$ cat config.mk
export PLATFORM = sky130hd
export DESIGN_NAME = line_window_gen
export DESIGN_NICKNAME = d
export VERILOG_FILES = /design/src/rtl/line_window_gen_pkg.sv /design/src/rtl/line_window_gen.sv
export SDC_FILE = /design/constraint.sdc
export NUM_CORES = 1
export LEC_CHECK = 0
export BUFFER_PORTS_ARGS = -buffer_cell sky130_fd_sc_hd__buf_2
export CORE_MARGIN = 5
export CORE_UTILIZATION = 45
export CTS_CLUSTER_DIAMETER = 50
export DETAILED_ROUTE_END_ITERATION = 6
export GPL_ROUTABILITY_DRIVEN = 0
export GPL_TIMING_DRIVEN = 1
export PLACE_DENSITY = 0.7
export SETUP_SLACK_MARGIN = 0.05
export SLEW_MARGIN = 30
export SYNTH_ARGS = -nofsm -noshare
export SYNTH_HDL_FRONTEND = slang
export SYNTH_SLANG_ARGS = --single-unit
$ cat constraint.sdc
create_clock -name clk -period 2 [get_ports clk]
set_clock_uncertainty 0.05 [all_clocks]
set_input_delay 0.2 -clock clk [delete_from_list [all_inputs] [get_ports clk]]
set_output_delay 0.2 -clock clk [all_outputs]
set_load 0.03 [all_outputs]
$ cat src/rtl/line_window_gen_pkg.sv
// ============================================================================
// Module      : line_window_gen_pkg
// Description : Shared constants, state encoding and line-kind id ranges
//               for the Connect6 line window generator.
// Revision    : 1.0 - initial release
// ============================================================================
`default_nettype none

package line_window_gen_pkg;

    localparam int LINE_MAX = 19;
    localparam int WIN      = 6;
    localparam int ID_W     = 7;
    localparam int POS_W    = 4;
    localparam int LEN_W    = 5;

    localparam logic [0:0] ST_IDLE = 1'b0;
    localparam logic [0:0] ST_EMIT = 1'b1;

    // Line id allocation: 19 rows, 19 columns, 37 diagonals, 37 anti-diagonals.
    localparam int ROW_ID_FIRST  = 0;
    localparam int ROW_ID_LAST   = 18;
    localparam int COL_ID_FIRST  = 19;
    localparam int COL_ID_LAST   = 37;
    localparam int DIAG_ID_FIRST = 38;
    localparam int DIAG_ID_LAST  = 74;
    localparam int ANTI_ID_FIRST = 75;
    localparam int ANTI_ID_LAST  = 111;

    function automatic logic [LINE_MAX-1:0] len_mask(input logic [LEN_W-1:0] len);
        logic [LINE_MAX-1:0] m;
        for (int i = 0; i < LINE_MAX; i++) begin
            m[i] = (i < int'(len));
        end
        return m;
    endfunction

endpackage

`default_nettype wire

$ cat src/rtl/line_window_gen.sv
// ============================================================================
// Module      : line_window_gen
// Description : Accepts one board line and streams its 6-cell sliding windows
//               with position, last and id tags.
// Revision    : 1.0 - initial release
// ============================================================================
`default_nettype none

module line_window_gen
    import line_window_gen_pkg::*;
(
    input  logic                clk,
    input  logic                rst_n,
    input  logic                in_valid,
    output logic                in_ready,
    input  logic [LINE_MAX-1:0] in_line,
    input  logic [LEN_W-1:0]    in_len,
    input  logic [ID_W-1:0]     in_id,
    output logic                out_valid,
    input  logic                out_ready,
    output logic [WIN-1:0]      out_window,
    output logic [POS_W-1:0]    out_pos,
    output logic                out_last,
    output logic [ID_W-1:0]     out_id
);

    logic [0:0]          r_state;
    logic [0:0]          w_state_nxt;
    logic [LINE_MAX-1:0] r_shift;
    logic [POS_W-1:0]    r_pos;
    logic [LEN_W-1:0]    r_last_pos;
    logic [ID_W-1:0]     r_id;
    logic [LEN_W-1:0]    w_len;
    logic                w_accept;
    logic                w_fire;
    logic                w_last;

    assign w_len    = (in_len > LEN_W'(LINE_MAX)) ? LEN_W'(LINE_MAX) : in_len;
    assign w_accept = (r_state == ST_IDLE) && in_valid;
    assign w_fire   = (r_state == ST_EMIT) && out_ready;
    // Gated by state so the idle/reset value of out_last is 0.
    assign w_last   = (r_state == ST_EMIT) && ({1'b0, r_pos} == r_last_pos);

    always_comb begin
        w_state_nxt = r_state;
        case (r_state)
            ST_IDLE: if (in_valid && (w_len >= LEN_W'(WIN))) w_state_nxt = ST_EMIT;
            ST_EMIT: if (out_ready && w_last) w_state_nxt = ST_IDLE;
            default: w_state_nxt = ST_IDLE;
        endcase
    end

    always_ff @(posedge clk or negedge rst_n) begin
        if (!rst_n) begin
            r_state    <= ST_IDLE;
            r_shift    <= '0;
            r_pos      <= '0;
            r_last_pos <= '0;
            r_id       <= '0;
        end else begin
            r_state <= w_state_nxt;
            if (w_accept) begin
                r_shift    <= in_line & len_mask(w_len);
                r_pos      <= '0;
                // Wraps for short lines; unused since those never enter EMIT.
                r_last_pos <= w_len - LEN_W'(WIN);
                r_id       <= in_id;
            end else if (w_fire && !w_last) begin
                r_shift <= {1'b0, r_shift[LINE_MAX-1:1]};
                r_pos   <= r_pos + 1'b1;
            end
        end
    end

    assign in_ready   = (r_state == ST_IDLE);
    assign out_valid  = (r_state == ST_EMIT);
    assign out_window = r_shift[WIN-1:0];
    assign out_pos    = r_pos;
    assign out_last   = w_last;
    assign out_id     = r_id;

endmodule

`default_nettype wire

After elaboration in Yosys (flattened, before gate mapping). Index checks and enable logic that the tools add are counted.

Bits in registers: 36. Bits of input ports: 35. Output and inout bits: 20. Word-level logic and storage cells: 47.

Add/sub/neg operators: 2. Order comparisons: 21. Eq/ne operators: 1. Multiplexer cells: 8. Bitwise gates (word level): 2. Reductions and logical operators: 8.

Operator list (count): $lt 4x5->1 const A (8); $mux 19 (2); $lt 3x5->1 const A (4); $and 19x19->19 (1); $lt 5x5->1 const A (3); $lt 1x5->1 const A (2); $lt 2x5->1 const A (2); $mux 4 (2); $logic_and 1x1->1 (6); $eq 4x5->1 (1); $ge 5x3->1 const B (1); $gt 5x5->1 const B (1); $mux 5 (1); $sub 5x3->5 const B (1); $add 4x1->4 const B (1); $mux 1 (2); $pmux 1 s2 (1); $reduce_bool 2->1 (1); $logic_not 1->1 (1); $not 1->1 (1).

Logic depth before layout (Yosys ltp).
Depth in word-level cells: 6. Gate-level depth with buffers: 9. Gate-level depth less buffers: 8.

Worst setup path after synthesis. OpenSTA, ideal clock, no wires.

Path type: reg-to-reg. Start: register r_pos[2] (netlist: out_pos[2]). End: register r_shift[10]. Setup time: 0.125 ns. Arrival time: 1.769 ns. Data required time: 1.825 ns. Setup slack: 0.056 ns. Stages on the path, launching flop included: 7. Path buffers: 2. Period minus slack after synthesis: 1.944 ns. Cells stage by stage: dfrtp_1 > xnor2_1 > and3_4 > buf_6 > a31oi_4 > buf_12 > mux2_4.

Longest elaborated chain between the ends: 5.

RTL lines: start, declared (RTL line line_window_gen.sv:30) `logic [POS_W-1:0] r_pos;`; start signal, assigned (RTL line line_window_gen.sv:70) `r_pos <= r_pos + 1'b1;`; $eq 4x5->1 (RTL line line_window_gen.sv:42) `assign w_last = (r_state == ST_EMIT) && ({1'b0, r_pos} == r_last_pos);`; $logic_and 1x1->1 (RTL line line_window_gen.sv:42); $logic_not 1->1 (RTL line line_window_gen.sv:68) `end else if (w_fire && !w_last) begin`; $logic_and 1x1->1 (RTL line line_window_gen.sv:68); $reduce_bool 2->1 (no source line); end signal, assigned (RTL line line_window_gen.sv:63) `r_shift <= in_line & len_mask(w_len);`; end signal, assigned (RTL line line_window_gen.sv:69) `r_shift <= {1'b0, r_shift[LINE_MAX-1:1]};`; end, declared (RTL line line_window_gen.sv:29) `logic [LINE_MAX-1:0] r_shift;`.

No other way between the ends. A chain may end at the register's enable or synchronous reset.

Worst setup path after layout.
Start: register r_pos[1] (netlist: out_pos[1]). End: output out_last.

Longest elaborated chain between the ends: 2.

RTL lines: $eq 4x5->1 (RTL line line_window_gen.sv:42); $logic_and 1x1->1 (RTL line line_window_gen.sv:42); end, declared (RTL line line_window_gen.sv:23) `output logic out_last,`.

No other way between the ends.

==> metrics.txt <==
Post-synth EDFFs 0; Setup-failing EPs final 0; DRC viols 0; overflow left after global routing 0; grt met1 use 0.230; Max Cap Violations 0; clock tree buffer depth 2; Yosys reg bits 36; post-synthesis async set-or-reset flop share 1.00; final worst path period share 0.932; Syn. warnings 0; crit path max fanout 6; unrepaired setup endpoints after global routing yes; most common cell after layout, fill and taps aside buf_2; Arrival @ worst endpoint 1.61 ns; global-route wire length before repair 8470 um; drt total wl about 5100 um; worst reg2reg setup slack approximately 0.23 ns; Worst setup endpoint out_last; met2 Use GR 0.273; Rel. slew slack 0.468; outcome finished, final reports clean; WS Path Type flop to primary output; most frequent cells in the layout buf_2, nand2_1, dfrtp_1; Slowest-stage cell, CP dfrtp_1; initial antenna violation count 0; syn avg cell area ~9.4 um^2; Worst EP required 1.75 ns; Initial Utilization 0.472; vias in the first global route ~1800; Via Count 1763; Peak Freq 536 MHz; Pleak 1.29 nW; Synth-to-Final Area Change 21.1%; PD cells 1540 nW/um^2; dpl hpwl 3760 um; post-synthesis sequential area ratio 0.432; CTS tree built; number of port buffers 54; CORE AREA 4410 um^2; drt via density 5.33; largest net degree at the start of global routing 37; syn nets 263; Cell Area, Placed 2400 um^2; Final Hold Viols 0; overall global routing resource usage 0.173; row count 24; Critical Path End Type primary output; r2r worst-path depth 5; GR Util met3 0.0400; Die ar. 6090 um^2; Design Area, Final 2520 um^2; I/O pins 55; CTS HTree Levels 2; TritonRoute pass-1 iters 4; post-layout util 0.571; ant diodes 0; final slew viol count 0; Cell Chain, Critical Path xnor2_1, and3_4, nand2_1, nor2_1, buf_2; reg2reg end r_shift[7]; worst hold path type input pin to flop; maximum VDD drop 0.000760 V; Antenna Violating Nets Remaining 0; RR Startpoint out_pos[2]; clock sinks 36; DR iter-0 viols 84; Worst-Margin Slew 0.798 ns; fin nets 320; slowest stage delay, CP 0.43 ns; Chip Width 78.0 um; Wirelength per Cell around 15 um; fraction of layout cells with a size suffix above 1 0.341; minimum clock period 1.86 ns; Most Crowded Layer GR met2; clk root buf clkbuf_8; Mapped Area 2080 um^2; chip height around 80 um; Setup crit start kind flop; worst hold margin 0.0534 ns; Most used DFF post-synth dfrtp_1; worst-skew pair later-pin latency 0.28 ns; total CTS buffers 5; Synth Instances 222; crit path launch out_pos[1]; Netlist cell types 49; CTS clk-pin slew, worst paths 0.07 ns
-- report_power, final --
group / leakage, nW / internal, mW / switching [mW]
clock: 0.0503 / 0.307 / 0.253
sequential: 0.446 / 1.07 / 0.253
combinational: 0.792 / 0.859 / 1.15
-- synth_stat cells (all sizes together), types with 2 or more instances --
library cell / number / area share
a2111oi: 2 / 0.0084
a211oi: 2 / 0.0072
a21oi: 9 / 0.022
a31oi: 3 / 0.016
a32o: 2 / 0.0096
and2: 4 / 0.012
and3: 2 / 0.0084
buf: 11 / 0.049
clkbuf: 8 / 0.015
dfrtp: 36 / 0.43
ha: 6 / 0.036
inv: 12 / 0.022
mux2: 11 / 0.067
mux2i: 7 / 0.034
nand2: 49 / 0.088
nand2b: 2 / 0.0060
nand3: 5 / 0.012
nor2: 9 / 0.016
nor2b: 3 / 0.0090
nor3: 2 / 0.0048
o21ai: 11 / 0.026
o22ai: 2 / 0.0060
o31ai: 2 / 0.0072
or2: 2 / 0.0060
xnor2: 4 / 0.017
-- metrics by stage --
stage               power [mW]  instances  setup WS (ns)   TNS, ns
floorplan                 2.88        222         0.0560         0
global placement          3.27        323         0.0578         0
detailed placement        3.32        323        -0.0251   -0.0298
CTS                       3.90        331         0.0674         0
global route              4.18        331       -0.00120  -0.00120
finish                    3.89        331          0.136         0
-- flip-flops by register name, indices dropped and copies added, names as in the netlist --
name / flops
out_valid: 1
r_last_pos: 5
r_shift: 19
out_pos: 4
out_id: 7
-- worst max-delay path, delay by kind of cell (launching register included) --
family | cells | cell delay (ns)
DFF | 1 | 0.43
and+or+nand+nor | 3 | 0.44
xor gates and xnor gates | 1 | 0.25
buffers and inverters | 1 | 0.20
-- area by class of cell --
cell class	instances	area, um^2
Tap cell	52	65.1
Fill cell	407	1890
Inverter	12	45.0
Multi-Input combinational cell	155	1020
Sequential cell	36	901
Timing Repair Buffer	69	398
Clock buffer	7	96.3
-- layer usage --
metal / part of all wire / wire [um]
met1: 0.46 / 2350
met2: 0.48 / 2440
met3: 0.048 / 247
met4: 0.015 / 78
met5: 0 / 0
-- kinds of logic after synthesis --
family                   synth area share
AND/OR/NAND/NOR                     0.180
AO/OA/AOI/OAI                       0.145
flip-flops                          0.432
buffers and inverters              0.0859
multiplexers                        0.100
adder cells (fa/ha/maj)            0.0360
XOR/XNOR                           0.0210
-- how the worst min path moves through the flow --
stage          startpoint   endpoint  slack, ns  cells after the start
2_1_floorplan       rst_n  out_id[0]      -0.15                      0
3_3_place_gp        rst_n  out_id[0]       0.29                      1
3_5_place_dp        rst_n  out_id[0]       0.29                      1
4_1_cts          in_id[0]  out_id[0]       0.04                      3
5_1_grt          in_id[6]  out_id[6]       0.06                      3
6_report         in_id[0]  out_id[0]       0.05                      3
-- timing repair --
item / 4_1_cts / 5_1_grt
hold buffers: 1 / 0
buffers inserted: 0 / 0
resized for setup: 0 / 3
hold endpoints to repair: 36 / 0
endpoints found under the setup margin: 0 / 2
Power figures use the tool's default switching activity.
